File: config.mk
export PLATFORM = sky130hd
export DESIGN_NAME = avg_line_raster
export DESIGN_NICKNAME = d
export VERILOG_FILES = /design/src/rtl/avg_pkg.sv /design/src/rtl/avg_line_raster_line_step.sv /design/src/rtl/avg_line_raster.sv
export SDC_FILE = /design/constraint.sdc
export NUM_CORES = 1
export LEC_CHECK = 0
export CAP_MARGIN = 20
export CORE_ASPECT_RATIO = 1.25
export CORE_UTILIZATION = 30
export DETAILED_ROUTE_END_ITERATION = 6
export PLACE_DENSITY = 0.46
export SLEW_MARGIN = 5
export SYNTH_ARGS = -nofsm -noshare
export SYNTH_HDL_FRONTEND = slang
export SYNTH_SLANG_ARGS = --single-unit
File: constraint.sdc
create_clock -name clk -period 4.6 [get_ports clk]
set_input_delay 0.92 -clock clk [delete_from_list [all_inputs] [get_ports clk]]
set_output_delay 0.92 -clock clk [all_outputs]
set_load 0.03 [all_outputs]
File: src/rtl/avg_pkg.sv
// Shared widths, FSM state type and delta helper for the AVG line rasterizer.
package avg_pkg;
  localparam int COORD_W = 11;
  localparam int COLOR_W = 3;
  localparam int ERR_W   = 14;
  localparam int DELTA_W = COORD_W + 1;

  typedef enum logic {RS_IDLE, RS_DRAW} raster_state_t;

  // |b - a| for two unsigned coordinates, as a non-negative signed delta.
  function automatic logic signed [DELTA_W-1:0] abs_delta(
    input logic [COORD_W-1:0] a,
    input logic [COORD_W-1:0] b
  );
    logic signed [DELTA_W-1:0] d;
    d = $signed({1'b0, b}) - $signed({1'b0, a});
    return d[DELTA_W-1] ? -d : d;
  endfunction
endpackage

File: src/rtl/avg_line_raster_line_step.sv
// One Bresenham step: next point and next error term from the current ones.
module line_step
  import avg_pkg::*;
(
  input  logic        [COORD_W-1:0] cur_x,
  input  logic        [COORD_W-1:0] cur_y,
  input  logic signed [ERR_W-1:0]   err,
  input  logic signed [DELTA_W-1:0] dx,
  input  logic signed [DELTA_W-1:0] dy,
  input  logic                      sx_neg,
  input  logic                      sy_neg,
  output logic        [COORD_W-1:0] next_x,
  output logic        [COORD_W-1:0] next_y,
  output logic signed [ERR_W-1:0]   next_err
);
  logic signed [ERR_W-1:0] e2;
  logic signed [ERR_W-1:0] dx_e;
  logic signed [ERR_W-1:0] dy_e;
  logic                    step_x;
  logic                    step_y;

  assign dx_e = {{(ERR_W-DELTA_W){dx[DELTA_W-1]}}, dx};
  assign dy_e = {{(ERR_W-DELTA_W){dy[DELTA_W-1]}}, dy};
  assign e2   = err <<< 1;

  // Both decisions use the pre-step error, so a diagonal step applies both.
  assign step_x = (e2 >= dy_e);
  assign step_y = (e2 <= dx_e);

  assign next_err = err + (step_x ? dy_e : '0) + (step_y ? dx_e : '0);

  always_comb begin
    next_x = cur_x;
    next_y = cur_y;
    if (step_x) next_x = sx_neg ? cur_x - COORD_W'(1) : cur_x + COORD_W'(1);
    if (step_y) next_y = sy_neg ? cur_y - COORD_W'(1) : cur_y + COORD_W'(1);
  end
endmodule

File: src/rtl/avg_line_raster.sv
// Pops lines from the AVG line queue and emits clipped Bresenham pixel writes.
module avg_line_raster
  import avg_pkg::*;
#(
  parameter int SCREEN_W = 640,
  parameter int SCREEN_H = 480
) (
  input  logic                clk,
  input  logic                rst_b,
  input  logic [COORD_W-1:0]  QStartX,
  input  logic [COORD_W-1:0]  QStartY,
  input  logic [COORD_W-1:0]  QEndX,
  input  logic [COORD_W-1:0]  QEndY,
  input  logic [COLOR_W-1:0]  QColor,
  input  logic                empty,
  output logic                read,
  output logic [COORD_W-1:0]  pixX,
  output logic [COORD_W-1:0]  pixY,
  output logic [COLOR_W-1:0]  pixColor,
  output logic                pixWrite,
  input  logic                pixReady,
  output logic                busy,
  output raster_state_t       state_dbg
);
  localparam logic [COORD_W-1:0] SCR_W = COORD_W'(SCREEN_W);
  localparam logic [COORD_W-1:0] SCR_H = COORD_W'(SCREEN_H);

  // Handshake: pixWrite is valid, pixReady is ready; a pixel transfers on a
  // rising edge where both are high, and pixWrite/pixX/pixY/pixColor hold
  // until then. Queue side: read is high in IDLE whenever the queue is not
  // empty, and the head is consumed on that same edge.

  raster_state_t              state;
  logic        [COORD_W-1:0]  cur_x;
  logic        [COORD_W-1:0]  cur_y;
  logic        [COORD_W-1:0]  end_x;
  logic        [COORD_W-1:0]  end_y;
  logic        [COLOR_W-1:0]  color;
  logic signed [DELTA_W-1:0]  dx;
  logic signed [DELTA_W-1:0]  dy;
  logic                       sx_neg;
  logic                       sy_neg;
  logic signed [ERR_W-1:0]    err;

  logic        [COORD_W-1:0]  next_x;
  logic        [COORD_W-1:0]  next_y;
  logic signed [ERR_W-1:0]    next_err;
  logic signed [DELTA_W-1:0]  head_dx;
  logic signed [DELTA_W-1:0]  head_dy;
  logic signed [ERR_W-1:0]    head_err;
  logic                       in_bounds;
  logic                       at_end;
  logic                       advance;

  line_step u_line_step (
    .cur_x    (cur_x),
    .cur_y    (cur_y),
    .err      (err),
    .dx       (dx),
    .dy       (dy),
    .sx_neg   (sx_neg),
    .sy_neg   (sy_neg),
    .next_x   (next_x),
    .next_y   (next_y),
    .next_err (next_err)
  );

  assign head_dx  = abs_delta(QStartX, QEndX);
  assign head_dy  = -abs_delta(QStartY, QEndY);
  assign head_err = {{(ERR_W-DELTA_W){head_dx[DELTA_W-1]}}, head_dx}
                  + {{(ERR_W-DELTA_W){head_dy[DELTA_W-1]}}, head_dy};

  assign in_bounds = (cur_x < SCR_W) && (cur_y < SCR_H);
  assign at_end    = (cur_x == end_x) && (cur_y == end_y);
  // Clipped points step immediately; visible points wait for the framebuffer.
  assign advance   = (state == RS_DRAW) && (!in_bounds || pixReady);

  assign read      = (state == RS_IDLE) && !empty;
  assign busy      = (state == RS_DRAW);
  assign pixWrite  = (state == RS_DRAW) && in_bounds;
  assign pixX      = cur_x;
  assign pixY      = cur_y;
  assign pixColor  = color;
  assign state_dbg = state;

  always_ff @(posedge clk or negedge rst_b) begin
    if (!rst_b) begin
      state  <= RS_IDLE;
      cur_x  <= '0;
      cur_y  <= '0;
      end_x  <= '0;
      end_y  <= '0;
      color  <= '0;
      dx     <= '0;
      dy     <= '0;
      sx_neg <= 1'b0;
      sy_neg <= 1'b0;
      err    <= '0;
    end else begin
      case (state)
        RS_IDLE: begin
          if (read) begin
            cur_x  <= QStartX;
            cur_y  <= QStartY;
            end_x  <= QEndX;
            end_y  <= QEndY;
            color  <= QColor;
            dx     <= head_dx;
            dy     <= head_dy;
            sx_neg <= (QEndX < QStartX);
            sy_neg <= (QEndY < QStartY);
            err    <= head_err;
            state  <= RS_DRAW;
          end
        end
        RS_DRAW: begin
          if (advance) begin
            if (at_end) begin
              state <= RS_IDLE;
            end else begin
              cur_x <= next_x;
              cur_y <= next_y;
              err   <= next_err;
            end
          end
        end
        default: state <= RS_IDLE;
      endcase
    end
  end
endmodule

# --- Word level (Yosys, flattened, before mapping) ---
# Index checks and enable logic that the tools add are counted.
classes:
  n_addsub: 12
  n_lt_le_gt_ge: 6
  n_eq_ne: 7
  muxes: 24
  bitwise_logic: 1
  n_reduce_logical: 12
op_table:
  columns: ["operator", "n"]
  rows:
  - ["11-bit 2-to-1 mux", 10]
  - ["14-bit 2-to-1 mux", 5]
  - ["11-bit case mux with 2 select lines", 2]
  - ["12-bit negation", 3]
  - ["14-bit adder", 2]
  - ["14-bit case mux with 2 select lines", 1]
  - ["12-bit 2-to-1 mux", 2]
  - ["11-bit by 11-bit subtractor with 12-bit output", 2]
  - ["11-bit by 1-bit adder with 11-bit output, second input constant", 2]
  - ["11-bit equality test", 2]
  - ["11-bit less-than comparator", 2]
  - ["11-bit by 1-bit subtractor with 11-bit output, second input constant", 2]
  - ["14-bit by 12-bit greater-or-equal comparator with 1-bit output", 1]
  - ["14-bit by 12-bit <= comparator with 1-bit output", 1]
  - ["12-bit by 12-bit adder with 13-bit output", 1]
  - ["11-bit by 10-bit less-than comparator with 1-bit output, second input constant", 1]
  - ["11-bit by 9-bit less-than comparator with 1-bit output, second input constant", 1]
  - ["4-bit AND reduction", 2]
  - ["2-bit by 1-bit != test with 1-bit output, second input constant", 3]
  - ["1-bit logical AND", 5]
  - ["2-bit != test, second input constant", 2]
  - ["1-bit 2-to-1 mux", 3]
  - ["3-bit AND reduction", 1]
  - ["1-bit zero test", 2]
  - ["4 further kinds", 4]
word_totals:
  ff_bits: 88
  input_bits: 51
  output_inout_bits: 29
  wordCells: 73

# --- Longest topological paths before layout ---
# Gate-level depths: netlist of run 1.
logic_depth:
  ltp_word: 7
  depth_mapped: 24
  mapped_depth_nobuf: 23

# --- By module ---
# A second synthesis of run 1 with hierarchy kept.
hier_totals:
  hier_cells: 1060
  area_unflattened_um2: 8941.1
modules_own_cells:
  columns: ["mod", "instances", "cells_each", "area_per_inst_um2", "seq_area_each_um2"]
  rows:
  - ["avg_line_raster", 1, 705, 6154.7, 2202.1]
  - ["line_step", 1, 355, 2786.4, 0.0]

# --- Least setup slack after synthesis of run 1 ---
# Ideal clock, no wire load.
synth_path:
  path_kind: "input port to flip-flop"
  from: "in QStartX[1]"
  to: "reg err[12]"
  setup_ps: 82
  arrival_ps: 5014
  t_required_ps: 4518
  slack_ps: -496
  path_stages: 19
  path_buffers: 0
  path_cell_list: "inv_1 -> ha_1 -> nor2b_1 -> o21a_1 -> o21ai_0 -> a21o_1 -> a2111oi_0 -> o22ai_1 -> mux2_2 -> fa_1 -> a21o_1 -> a21oi_1 -> o21bai_1 -> a2111oi_0 -> o31ai_1 -> and2_1 -> o41ai_1 -> mux2i_1 -> a31oi_1"
synth_via:
  elab_chain_len: 6
synth_rtl:
  columns: ["element", "line", "source"]
  rows:
  - ["start: declaration", "avg_line_raster.sv:10", "input logic [COORD_W-1:0] QStartX,"]
  - ["11-bit by 11-bit subtractor with 12-bit output (*)", "avg_pkg.sv:16", "d = $signed({1'b0, b}) - $signed({1'b0, a});"]
  - ["12-bit negation", "avg_pkg.sv:17", "return d[DELTA_W-1] ? -d : d;"]
  - ["12-bit 2-to-1 mux (*)", "avg_pkg.sv:17", null]
  - ["via head_dx[1]", "avg_line_raster.sv:48", "logic signed [DELTA_W-1:0] head_dx;"]
  - ["12-bit by 12-bit adder with 13-bit output (*)", "avg_line_raster.sv:71", "+ {{(ERR_W-DELTA_W){head_dy[DELTA_W-1]}}, head_dy};"]
  - ["14-bit 2-to-1 mux (*)", "avg_line_raster.sv:102", "if (read) begin"]
  - ["14-bit case mux with 2 select lines (*)", "avg_line_raster.sv:100", "case (state)"]
  - ["end signal: assignment", "avg_line_raster.sv:112", "err <= head_err;"]
  - ["end signal: assignment", "avg_line_raster.sv:123", "err <= next_err;"]
  - ["end: declaration", "avg_line_raster.sv:43", "logic signed [ERR_W-1:0] err;"]
# The timed path passes the listed nets; every way through them passes the cells marked *. The select of a mux whose other input is x is not followed.
# A chain may end at the register's enable or synchronous reset.

# --- Worst setup path after layout of run 1 ---
layout_path:
  from: "in QEndY[0]"
  to: "reg err[10]"
layout_via:
  elab_chain_len: 7
layout_rtl:
  columns: ["element", "line", "source"]
  rows:
  - ["start: declaration", "avg_line_raster.sv:13", "input logic [COORD_W-1:0] QEndY,"]
  - ["11-bit by 11-bit subtractor with 12-bit output (*)", "avg_pkg.sv:16", null]
  - ["12-bit negation", "avg_pkg.sv:17", null]
  - ["12-bit 2-to-1 mux (*)", "avg_pkg.sv:17", null]
  - ["12-bit negation (*)", "avg_line_raster.sv:69", "assign head_dy = -abs_delta(QStartY, QEndY);"]
  - ["via head_dy[9]", "avg_line_raster.sv:49", "logic signed [DELTA_W-1:0] head_dy;"]
  - ["12-bit by 12-bit adder with 13-bit output (*)", "avg_line_raster.sv:71", null]
  - ["14-bit 2-to-1 mux (*)", "avg_line_raster.sv:102", null]
  - ["14-bit case mux with 2 select lines (*)", "avg_line_raster.sv:100", null]
# Marked as above.

==> impl_results.md, run 1 <==
- Status: complete, but fails checks
- Failing checks: setup timing
- VDD IR-drop max: 0.320 mV
- Gpl congestion: 0.827
- Syn Area/Cell: 8.51 sq um
- Top Ports: 80
- Fillers: 2709
- Number of inserted diodes: 0
- Rel. slew slack: 43.0%
- # clock sinks: 87
- Core area: 27700 sq um
- CP required: 4.83 ns
- Post-DP HPWL: 21500 microns
- Area of the multi-input gates: 6680 sq um
- Clk buf depth: 2
- Critical Path Source Type: primary input
- Post-route DRC: 0
- Final Cycle Share: 100%
- Clock Latency Late Sink: 0.36 ns
- Area added between synthesis and finish: 50.6%
- Post-synth EDFFs: 0
- Unique cell type count in the Yosys netlist: 82
- Pre-CTS WS: -0.857 ns
- Die area: 28800 sq um
- Share of cells above drive strength 1: 33.3%
- Worst Setup SP: QEndY[0]
- YS warnings: 0
- Register area: 2180 sq um
- Detail Route Antenna Nets: 0
- Worst reg2reg endpoint: err[12]
- Mapped Area: 8450 sq um
- Critical-path maximum fanout: 5
- Yosys reg bits: 87
- DRT Pass-1 Iters: 4
- Vias in the first global route: 8486
- Final hold vios: 0
- Clk pin slew, worst setup/hold paths: 0.06 ns
- Final Max Slew Viols: 0
- Syn Nets: 1153
- H-tree depth: 3
- Reg2reg path depth: 18
- Chip width: 152 microns
- Row count: 68
- Design Area, Final: 12700 sq um
- Port bufs: 79
- FFs w/ async S/R, synth: 100%
- Fmax: 0.216 GHz
- Post-DR vias/cell: 4.82
- CTS buffer count: 9
- Total leakage power: 6.18 nW
- Placed cell areas: 11400 sq um
- Aggregate global-route resource usage: 19.5%
- Post-route minimum period: 4.62 ns
- Hold_ws: 0.480 ns
- Unrepaired setup endpoints after global routing: true
- Final setup violation count: 1
- First-pass GRT wire length: 44200 microns
- PwrDens: 607 nW/um^2
- Top FF cell, synth: dfrtp_1
- CP endpoint: err[10]
- Drt total wl: 27500 microns
- Min-delay worst type: flop to flop
- GR Overflow Total: 0
- Cells after Synth: 993
- CTS Root Cell: clkbuf_16
- Final worst slack: -0.0203 ns
- Setup crit end kind: flop
- Sequential-to-total area share from yosys stat: 25.8%
- Starting Density: 30.6%
- WP data arrival: 4.85 ns
- Worst R2R Setup Slack: 0.05 ns
- R2R Path Start: err[3]
- Cts-stage hold buffer count: 0
- Die height: 190 microns
- CP Class: primary input to flop
- Worst Clk Skew: 0.0107 ns
- Detailed router's first-iteration violation count: 211
- Max_cap viols: 0
- Vias: 8071
- TritonCTS clock tree: yes
- Initial antenna violation count: 0
- Fin nets: 1481
- Routed WL per cell: 16.4 microns
- Pin count of the biggest net entering global routing: 60
- Measured slew at the worst slew-check pin: 0.855 ns
## layer usage
layer / vias to the layer above / part of all wire, % / global-route usage [%] / wire length (microns)
li1: 4139 / - / - / -
met1: 3802 / 44 / 22.9 / 12000
met2: 94 / 51 / 36.0 / 14100
met3: 36 / 1.7 / 2.07 / 467
met4: 0 / 3.1 / 8.08 / 839
met5: - / 0 / 0 / 0
## worst max-delay path, cell delays in order
cell,delay [ns]
buf_8,0.10
inv_8,0.05
ha_4,0.13
inv_2,0.04
fa_2,0.39
a211oi_4,0.32
o21ba_4,0.22
o221ai_4,0.13
buf_4,0.15
or2_4,0.22
a211o_1,0.30
a22o_1,0.21
nand4bb_4,0.28
xor2_4,0.23
ha_4,0.32
nand2_2,0.06
o31ai_4,0.27
and2_4,0.20
buf_6,0.09
nor3_4,0.04
a21oi_2,0.11
a21oi_1,0.07
## sequential cells by signal (all words and copies together) (netlist names), 3 cells and up
| name | cells |
|---|---|
| end_x | 11 |
| err | 13 |
| pixColor | 3 |
| end_y | 11 |
| dy | 12 |
| pixX | 11 |
| pixY | 11 |
| dx | 12 |
## synth_stat cells (all sizes together), types with 8 or more instances
cell | instances | share of area [%]
nand2 | 126 | 5.6
ha | 91 | 13
dfrtp | 87 | 26
inv | 80 | 3.6
nor2 | 71 | 3.2
a21oi | 62 | 3.7
o21ai | 56 | 3.3
xnor2 | 53 | 5.7
xor2 | 36 | 3.7
a21o | 32 | 2.8
nor3 | 21 | 1.2
clkbuf | 20 | 0.89
mux2i | 20 | 2.4
and2 | 18 | 1.3
fa | 18 | 4.3
mux2 | 15 | 2.0
nor2b | 13 | 0.96
nand4 | 12 | 0.89
a31oi | 11 | 0.81
and3 | 11 | 0.81
nand3 | 10 | 0.59
nor4 | 8 | 0.59
o211ai | 8 | 0.71
## how the worst min path moves through the flow
stage / to / depth (start not counted) / startpoint
floorplan: dy[11] / 2 / dy[11]
global placement: pixColor[0] / 2 / pixColor[0]
detailed placement: pixColor[1] / 2 / pixColor[1]
CTS: pixColor[0] / 2 / pixColor[0]
global route: pixColor[1] / 2 / pixColor[1]
finish: pixColor[0] / 2 / pixColor[0]
## cell type report
class                   instances  share of cell area [%]
clock buffers                  14                    2.07
clock inverters                 1                  0.0393
inverters                      80                    2.42
multi-input cells             799                    52.5
flip-flops and latches         87                    17.1
well taps                     350                    3.44
repair buffers                344                    22.4
## kinds of logic (layout without fill, tap and decap cells)
family | count (synthesis) | in the layout | synth area share, %
muxes | 35 | 35 | 4.37
buffers and inverters | 107 | 439 | 5.02
AOI/OAI and AO/OA | 241 | 241 | 19.2
and+or+nand+nor | 324 | 324 | 18.2
DFF | 87 | 87 | 25.8
xor gates and xnor gates | 90 | 90 | 9.67
adders and majority gates | 109 | 109 | 17.7
## layout by cell type (no fill, tap or decap), types with 20 or more instances in the layout
master / count
buf_4: 254
nand2_1: 123
dfrtp_1: 84
ha_1: 73
inv_1: 70
nor2_1: 65
clkdlybuf4s50_1: 55
a21oi_1: 46
xnor2_1: 40
o21ai_0: 39
a21o_1: 32
xor2_1: 32
mux2i_1: 20
## stage by stage
step | total power [mW] | setup TNS [ns] | instances | util, %
floorplan | 4.50 | 0 | 993 | -
global placement | 6.32 | -4.48 | 1635 | 41.4
detailed placement | 6.36 | -4.71 | 1635 | 41.4
CTS | 7.40 | -0.0855 | 1658 | 44.0
global route | 8.42 | -0.695 | 1675 | 46.0
finish | 7.73 | -0.0203 | 1675 | 46.0
## power by group
part | switching [mW] | internal [mW]
registers | 0.261 | 1.01
logic | 2.82 | 2.91
clock network | 0.324 | 0.393
total | 3.41 | 4.32
## timing repair
item                                    in CTS  in global routing
gates cloned                                 0                  0
buffers inserted                             8                 18
endpoints found under the setup margin       6                  6
hold endpoints to repair                     0                  0
gates resized for setup                     90                109
pin swaps                                   36                 52
Power figures use the tool's default switching activity.
==> run 2: changes to the inputs <==
- SKIP_LAST_GASP: default -> 1
==> impl_results.md, run 2 (synthesized netlist as in run 1, its figures left out) <==
- Sw Ratio: 44.1% (-0.045 points)
- Worst Setup SP: QEndY[6]
- Final Cycle Share: 102% (+1.6 points)
- DRT Pass-1 Iters: 4 (unchanged)
- Largest register by flop count: err
- CP required: 4.88 ns (+0.05 ns)
- Max reg flops: 13 (unchanged)
- Chip width: 152 microns (unchanged)
- Post-route DRC: 0 (unchanged)
- Top Ports: 80 (unchanged)
- PwrDens: 602 nW/um^2 (-0.81%)
- Critical Path Source Type: primary input
- Row count: 68 (unchanged)
- Hold depth: 2 (unchanged)
- CP cell instances: clkdlybuf4s50_1 -> ha_4 -> o21ai_2 -> a21boi_1 -> a21bo_2 -> a41oi_4 -> nor2_2 -> a21oi_2 -> xnor2_2 -> fa_2 -> a21o_1 -> a21oi_2 -> o21bai_2 -> a2111oi_4 -> o31ai_4 -> and2_4 -> o41ai_2 -> mux2i_1 -> a31oi_1
- Final Max Slew Viols: 0 (unchanged)
- GR Overflow Total: 0 (unchanged)
- Die height: 190 microns (unchanged)
- Clock Latency Late Sink: 0.36 ns (about the same)
- R2R Path Start: dx[11]
- Routed WL per cell: 16.4 microns (-0.17%)
- First-pass GRT wire length: 44200 microns (about the same)
- Final hold vios: 0 (unchanged)
- Measured slew at the worst slew-check pin: 0.860 ns (+0.00525 ns)
- Worst Clk Skew: 0.0108 ns (+0.0000849 ns)
- Core area: 27700 sq um (unchanged)
- H-tree depth: 3 (unchanged)
- Detailed router's first-iteration violation count: 204 (-3.3%)
- Top Registers: err (13), dx (12), dy (12)
- Post-route setup TNS: -0.0926 ns (-0.0723 ns)
- Post-DP HPWL: 21500 microns (unchanged)
- Slowest stage delay, CP: 0.58 ns (+0.19 ns)
- Share of cells above drive strength 1: 34.5% (+1.2 points)
- Fin nets: 1484 (+0.20%)
- Final worst slack: -0.0926 ns (-0.0723 ns)
- Reg2reg path depth: 20 (+2)
- Starting Density: 30.6% (unchanged)
- Failing checks: setup timing
- Worst R2R Setup Slack: 0.18 ns (+0.13 ns)
- Die area: 28800 sq um (unchanged)
- Initial antenna violation count: 0 (unchanged)
- VDD IR-drop max: 0.318 mV (-0.66%)
- Unrepaired setup endpoints after global routing: true
- Clk network pwr share: 9.3% (about the same)
- Seq pwr share: 16.4% (about the same)
- Pin count of the biggest net entering global routing: 60 (unchanged)
- Clk buf depth: 2 (unchanged)
- Fmax: 0.213 GHz (-1.5%)
- Switching power: 3.41 mW (about the same)
- Most common cell after layout, fill and taps aside: buf_4
- Total leakage power: 6.24 nW (+1.0%)
- Cts-stage hold buffer count: 0 (unchanged)
- Pint: 4.32 mW (+0.14%)
- Gpl congestion: 0.827 (unchanged)
- Setup crit end kind: flop
- Vias in the first global route: 8479 (-0.082%)
- Post-DR vias/cell: 4.81 (-0.24%)
- Clk pin slew, worst setup/hold paths: 0.06 ns (about the same)
- Area added between synthesis and finish: 51.9%
- Max_cap viols: 0 (unchanged)
- Pre-CTS WS: -0.857 ns (unchanged)
- WP data arrival: 4.97 ns (+0.12 ns)
- CP Class: primary input to flop
- Commonest non-fill, non-tap cells in the layout: buf_4 (261), nand2_1 (122), dfrtp_1 (84)
- # clock sinks: 87 (unchanged)
- Port bufs: 79 (unchanged)
- Worst Hold Launch: pixColor[0]
- Status: complete, but fails checks
- Aggregate global-route resource usage: 19.5% (about the same)
- TritonCTS clock tree: yes
- Slowest-stage cell, CP: clkdlybuf4s50_1
- Post-route minimum period: 4.69 ns (+0.0723 ns)
- Crit path top cell by count: a21oi_2
- Critical-path maximum fanout: 3 (-2)
- Worst reg2reg endpoint: err[12]
- Final setup violation count: 1 (unchanged)
- Drt total wl: 27500 microns (about the same)
- Min-delay worst type: flop to flop
- Rel. slew slack: 42.7% (-0.35 points)
- Number of inserted diodes: 0 (unchanged)
- Vias: 8066 (-0.062%)
- CTS buffer count: 9 (unchanged)
- CTS Root Cell: clkbuf_16
- Detail Route Antenna Nets: 0 (unchanged)
- Worst Hold Path EP: pixColor[0]
- Comb power frac: 74.3% (about the same)
run 2: cell types whose count changed in the layout (fill, tap and decap cells not counted), moves of 3 or more:
cell / before / now
ha_4: 15 / 20
dlymetal6s2s_1: 15 / 19
inv_1: 70 / 65
buf_4: 254 / 261
inv_2: 9 / 13
a21oi_1: 46 / 49
ha_1: 73 / 68
run 2: worst max path at each step:
stage,end,cells past startpoint,slack [ns]
global placement,err[9],19,-0.81
finish,err[12],19,-0.09
detailed placement,err[12],21,-0.86
CTS,err[12],19,-0.1
global route,err[12],19,-0.26
floorplan,err[12],19,0.0004
run 2: worst max-delay path, delay by kind of cell:
kind | cells | cell delay, ns
AOI/OAI and AO/OA | 12 | 2.41
adders and majority gates | 2 | 0.64
buffers and inverters | 1 | 0.58
and+or+nand+nor | 2 | 0.22
xor gates and xnor gates | 1 | 0.11
muxes | 1 | 0.11
run 2: cell type report:
type / count / area [sq um]
Tap cell: 350 / 438
Clock inverter: 1 / 5.00
Inverter: 80 / 310
Sequential cell: 87 / 2180
Clock buffer: 14 / 264
Timing Repair Buffer: 347 / 2870
Fill cell: 2703 / 14800
Multi-Input combinational cell: 799 / 6770
run 2: power groups by stage:
stage          sequential (mW)  clock, mW  combinational [mW]
6_report                  1.27      0.716                5.74
5_1_grt                   1.30      0.765                6.37
4_1_cts                   1.27      0.741                5.39
3_3_place_gp              1.28          0                5.03
2_1_floorplan             1.42          0                3.08
3_5_place_dp              1.28          0                5.07
run 2: layer usage:
| metal | up-vias | part of all wire (%) | global-route usage (%) |
|---|---|---|---|
| li1 | 4138 | - | - |
| met1 | 3793 | 43 | 22.9 |
| met2 | 97 | 51 | 35.9 |
| met3 | 38 | 1.9 | 2.07 |
| met4 | 0 | 3.3 | 8.08 |
| met5 | - | 0 | 0 |
run 2: repair_timing:
item | in CTS | in global routing
pin swaps | 36 | 74
resized for setup | 85 | 133
setup endpoints to repair | 6 | 6
buffers inserted | 8 | 22
hold endpoints to repair | 0 | 0
run 2: through the flow:
| stage | cell area (sq um) | utilization (%) | instances | total power [mW] | hold WS [ns] |
|---|---|---|---|---|---|
| after floorplan | 8530 | - | 993 | 4.50 | 0.462 |
| after global placement | 11400 | 41.4 | 1635 | 6.32 | 0.460 |
| after detailed placement | 11400 | 41.4 | 1635 | 6.36 | 0.469 |
| after CTS | 12200 | 44.0 | 1658 | 7.40 | 0.490 |
| after global routing | 12800 | 46.4 | 1678 | 8.43 | 0.508 |
| final | 12800 | 46.4 | 1678 | 7.73 | 0.480 |
==> run 3: changes to the inputs <==
- PLACE_DENSITY: 0.46 -> 0.56
==> impl_results.md, run 3 (synthesized netlist as in run 1, its figures left out) <==
- Status: completed
- Unrepaired setup endpoints after global routing: true
- Post-route DRC: 0 (unchanged)
- Cell Count, Final, Fillers Out: 1654 (-1.4%)
- Clock Latency Late Sink: 0.36 ns (about the same)
- Top Registers: err (13), dx (12), dy (12)
- Cts-stage hold buffer count: 0 (unchanged)
- Area added between synthesis and finish: 48.0%
- Inst Count DP: 1614 (-1.3%)
- Largest register by flop count: err
- Reg2reg path depth: 21 (+5.0%)
- Worst Clk Skew: 0.0101 ns (-0.000732 ns)
- CP Class: primary input to flop
- Max_cap viols: 0 (unchanged)
- WP data arrival: 4.88 ns (-0.09 ns)
- Setup crit end kind: flop
- PwrDens: 602 nW/um^2 (-0.10%)
- Placed cell areas: 11300 sq um (-1.4%)
- Die height: 190 microns (unchanged)
- Final core occ: 45.2% (-1.2 points)
- Die area: 28800 sq um (unchanged)
- First-pass GRT wire length: 42000 microns (-4.8%)
- # clock sinks: 87 (unchanged)
- Critical Path Source Type: primary input
- Number of inserted diodes: 0 (unchanged)
- Final setup violation count: 0 (-1)
- Fin nets: 1459 (-1.7%)
- CTS Root Cell: clkbuf_16
- Post-DP HPWL: 20900 microns (-2.3%)
- Detailed router's first-iteration violation count: 311 (+52%)
- Drt total wl: 26900 microns (-2.1%)
- VDD IR-drop max: 0.332 mV (+4.3%)
- Commonest non-fill, non-tap cells in the layout: buf_4 (237), nand2_1 (124), dfrtp_1 (85)
- Worst R2R Setup Slack: 0.09 ns (-0.09 ns)
- Share of cells above drive strength 1: 31.7% (-2.7 points)
- Initial antenna violation count: 0 (unchanged)
- Core area: 27700 sq um (unchanged)
- Final Max Slew Viols: 0 (unchanged)
- Rel. slew slack: 42.7% (+0.043 points)
- Gpl congestion: 0.854 (+3.3%)
- H-tree depth: 3 (unchanged)
- Aggregate global-route resource usage: 18.7% (-0.84 points)
- Total leakage power: 6.03 nW (-3.3%)
- DRT Pass-1 Iters: 5 (+1)
- Measured slew at the worst slew-check pin: 0.859 ns (-0.000640 ns)
- Vias in the first global route: 8131 (-4.1%)
- Routed WL per cell: 16.3 microns (-0.72%)
- Detail Route Antenna Nets: 0 (unchanged)
- Port bufs: 79 (unchanged)
- Final hold vios: 0 (unchanged)
- Top Ports: 80 (unchanged)
- Fmax: 0.218 GHz (+2.1%)
- Critical-path maximum fanout: 2 (-1)
- Row count: 68 (unchanged)
- Hold depth: 2 (unchanged)
- TritonCTS clock tree: yes
- Pin count of the biggest net entering global routing: 63 (+5.0%)
- CTS buffer count: 9 (unchanged)
- Min-delay worst type: flop to flop
- Most common cell after layout, fill and taps aside: buf_4
- Starting Density: 30.6% (unchanged)
- CP required: 4.88 ns (about the same)
- Final Cycle Share: 99.9% (-2.1 points)
- Chip width: 152 microns (unchanged)
- Post-route minimum period: 4.60 ns (-0.0957 ns)
- Design Area, Final: 12500 sq um (-2.6%)
- GR Overflow Total: 0 (unchanged)
- Clk pin slew, worst setup/hold paths: 0.07 ns (about the same)
- Vias: 8138 (+0.89%)
- Clk buf depth: 2 (unchanged)
- Max reg flops: 13 (unchanged)
- Post-DR vias/cell: 4.92 (+2.4%)
==> run 3: changes by cell type in the layout (fill, tap and decap cells not counted), sizes merged <==
cell,previous run,this run
clkinv,1,3
dlymetal6s2s,19,14
inv,80,82
clkbuf,16,12
clkinvlp,0,1
clkdlybuf4s15,0,1
clkdlybuf4s50,53,59
dlygate4sd2,0,2
buf,273,244
==> run 3: final timing paths <==
check | startpoint | to
max in group asynchronous | rst_b | pixColor[0]
min reg2reg | pixColor[0] | pixColor[0]
max | QEndX[1] | err[12]
min in group asynchronous | rst_b | pixX[7]
min | pixColor[0] | pixColor[0]
max reg2reg | dx[7] | err[12]
==> run 3: report_power, final <==
group          leakage [nW]  total [mW]  internal, mW  switching, mW
clock                 0.139       0.735         0.385          0.351
sequential             1.05        1.26          1.01          0.247
combinational          4.84        5.53          2.76           2.77
==> run 3: cell type report <==
type / count / area [sq um]
clock inverters: 6 / 43.8
multi-input cells: 799 / 6650
fillers: 2673 / 15100
well taps: 350 / 438
flip-flops and latches: 87 / 2180
repair buffers: 322 / 2660
inverters: 80 / 300
clock buffers: 10 / 239
==> run 3: metrics by stage <==
| step | hold slack (ns) | setup slack (ns) | total power, mW | TNS (ns) |
|---|---|---|---|---|
| after CTS | 0.494 | -0.172 | 7.28 | -0.235 |
| after detailed placement | 0.476 | -0.798 | 6.24 | -4.02 |
| after global placement | 0.460 | -0.698 | 6.17 | -3.69 |
| after global routing | 0.521 | -0.180 | 8.17 | -0.533 |
| final | 0.488 | 0.00311 | 7.52 | 0 |
| after floorplan | 0.462 | 0.000369 | 4.50 | 0 |
==> run 3: repair_timing <==
| action | in CTS | in global routing |
|---|---|---|
| setup endpoints to repair | 5 | 7 |
| setup buffers | 10 | 14 |
| pin swaps | 30 | 43 |
| resized for setup | 70 | 104 |
==> run 3: critical path, cell delays in order <==
cell and delay (ns):
clkdlybuf4s15_1 0.26, ha_1 0.33, nor2b_2 0.13, o21a_1 0.14, o21ai_2 0.06, a21o_1 0.19
a2111oi_4 0.36, o22ai_2 0.14, mux2_4 0.37, fa_2 0.41, a21o_1 0.18, a21oi_2 0.17
o21bai_2 0.10, a2111oi_4 0.41, o31ai_4 0.09, and2_4 0.15, o41ai_2 0.20, mux2i_1 0.11
a31oi_1 0.14
==> run 3: metal layers <==
metal	share of wire, %	GRT usage, %	wire [microns]	vias up
li1	-	-	-	4097
met3	2.4	1.66	636	45
met4	4.1	10.2	1110	0
met2	52	34.1	13900	135
met1	42	21.5	11200	3861
met5	0	0	0	-
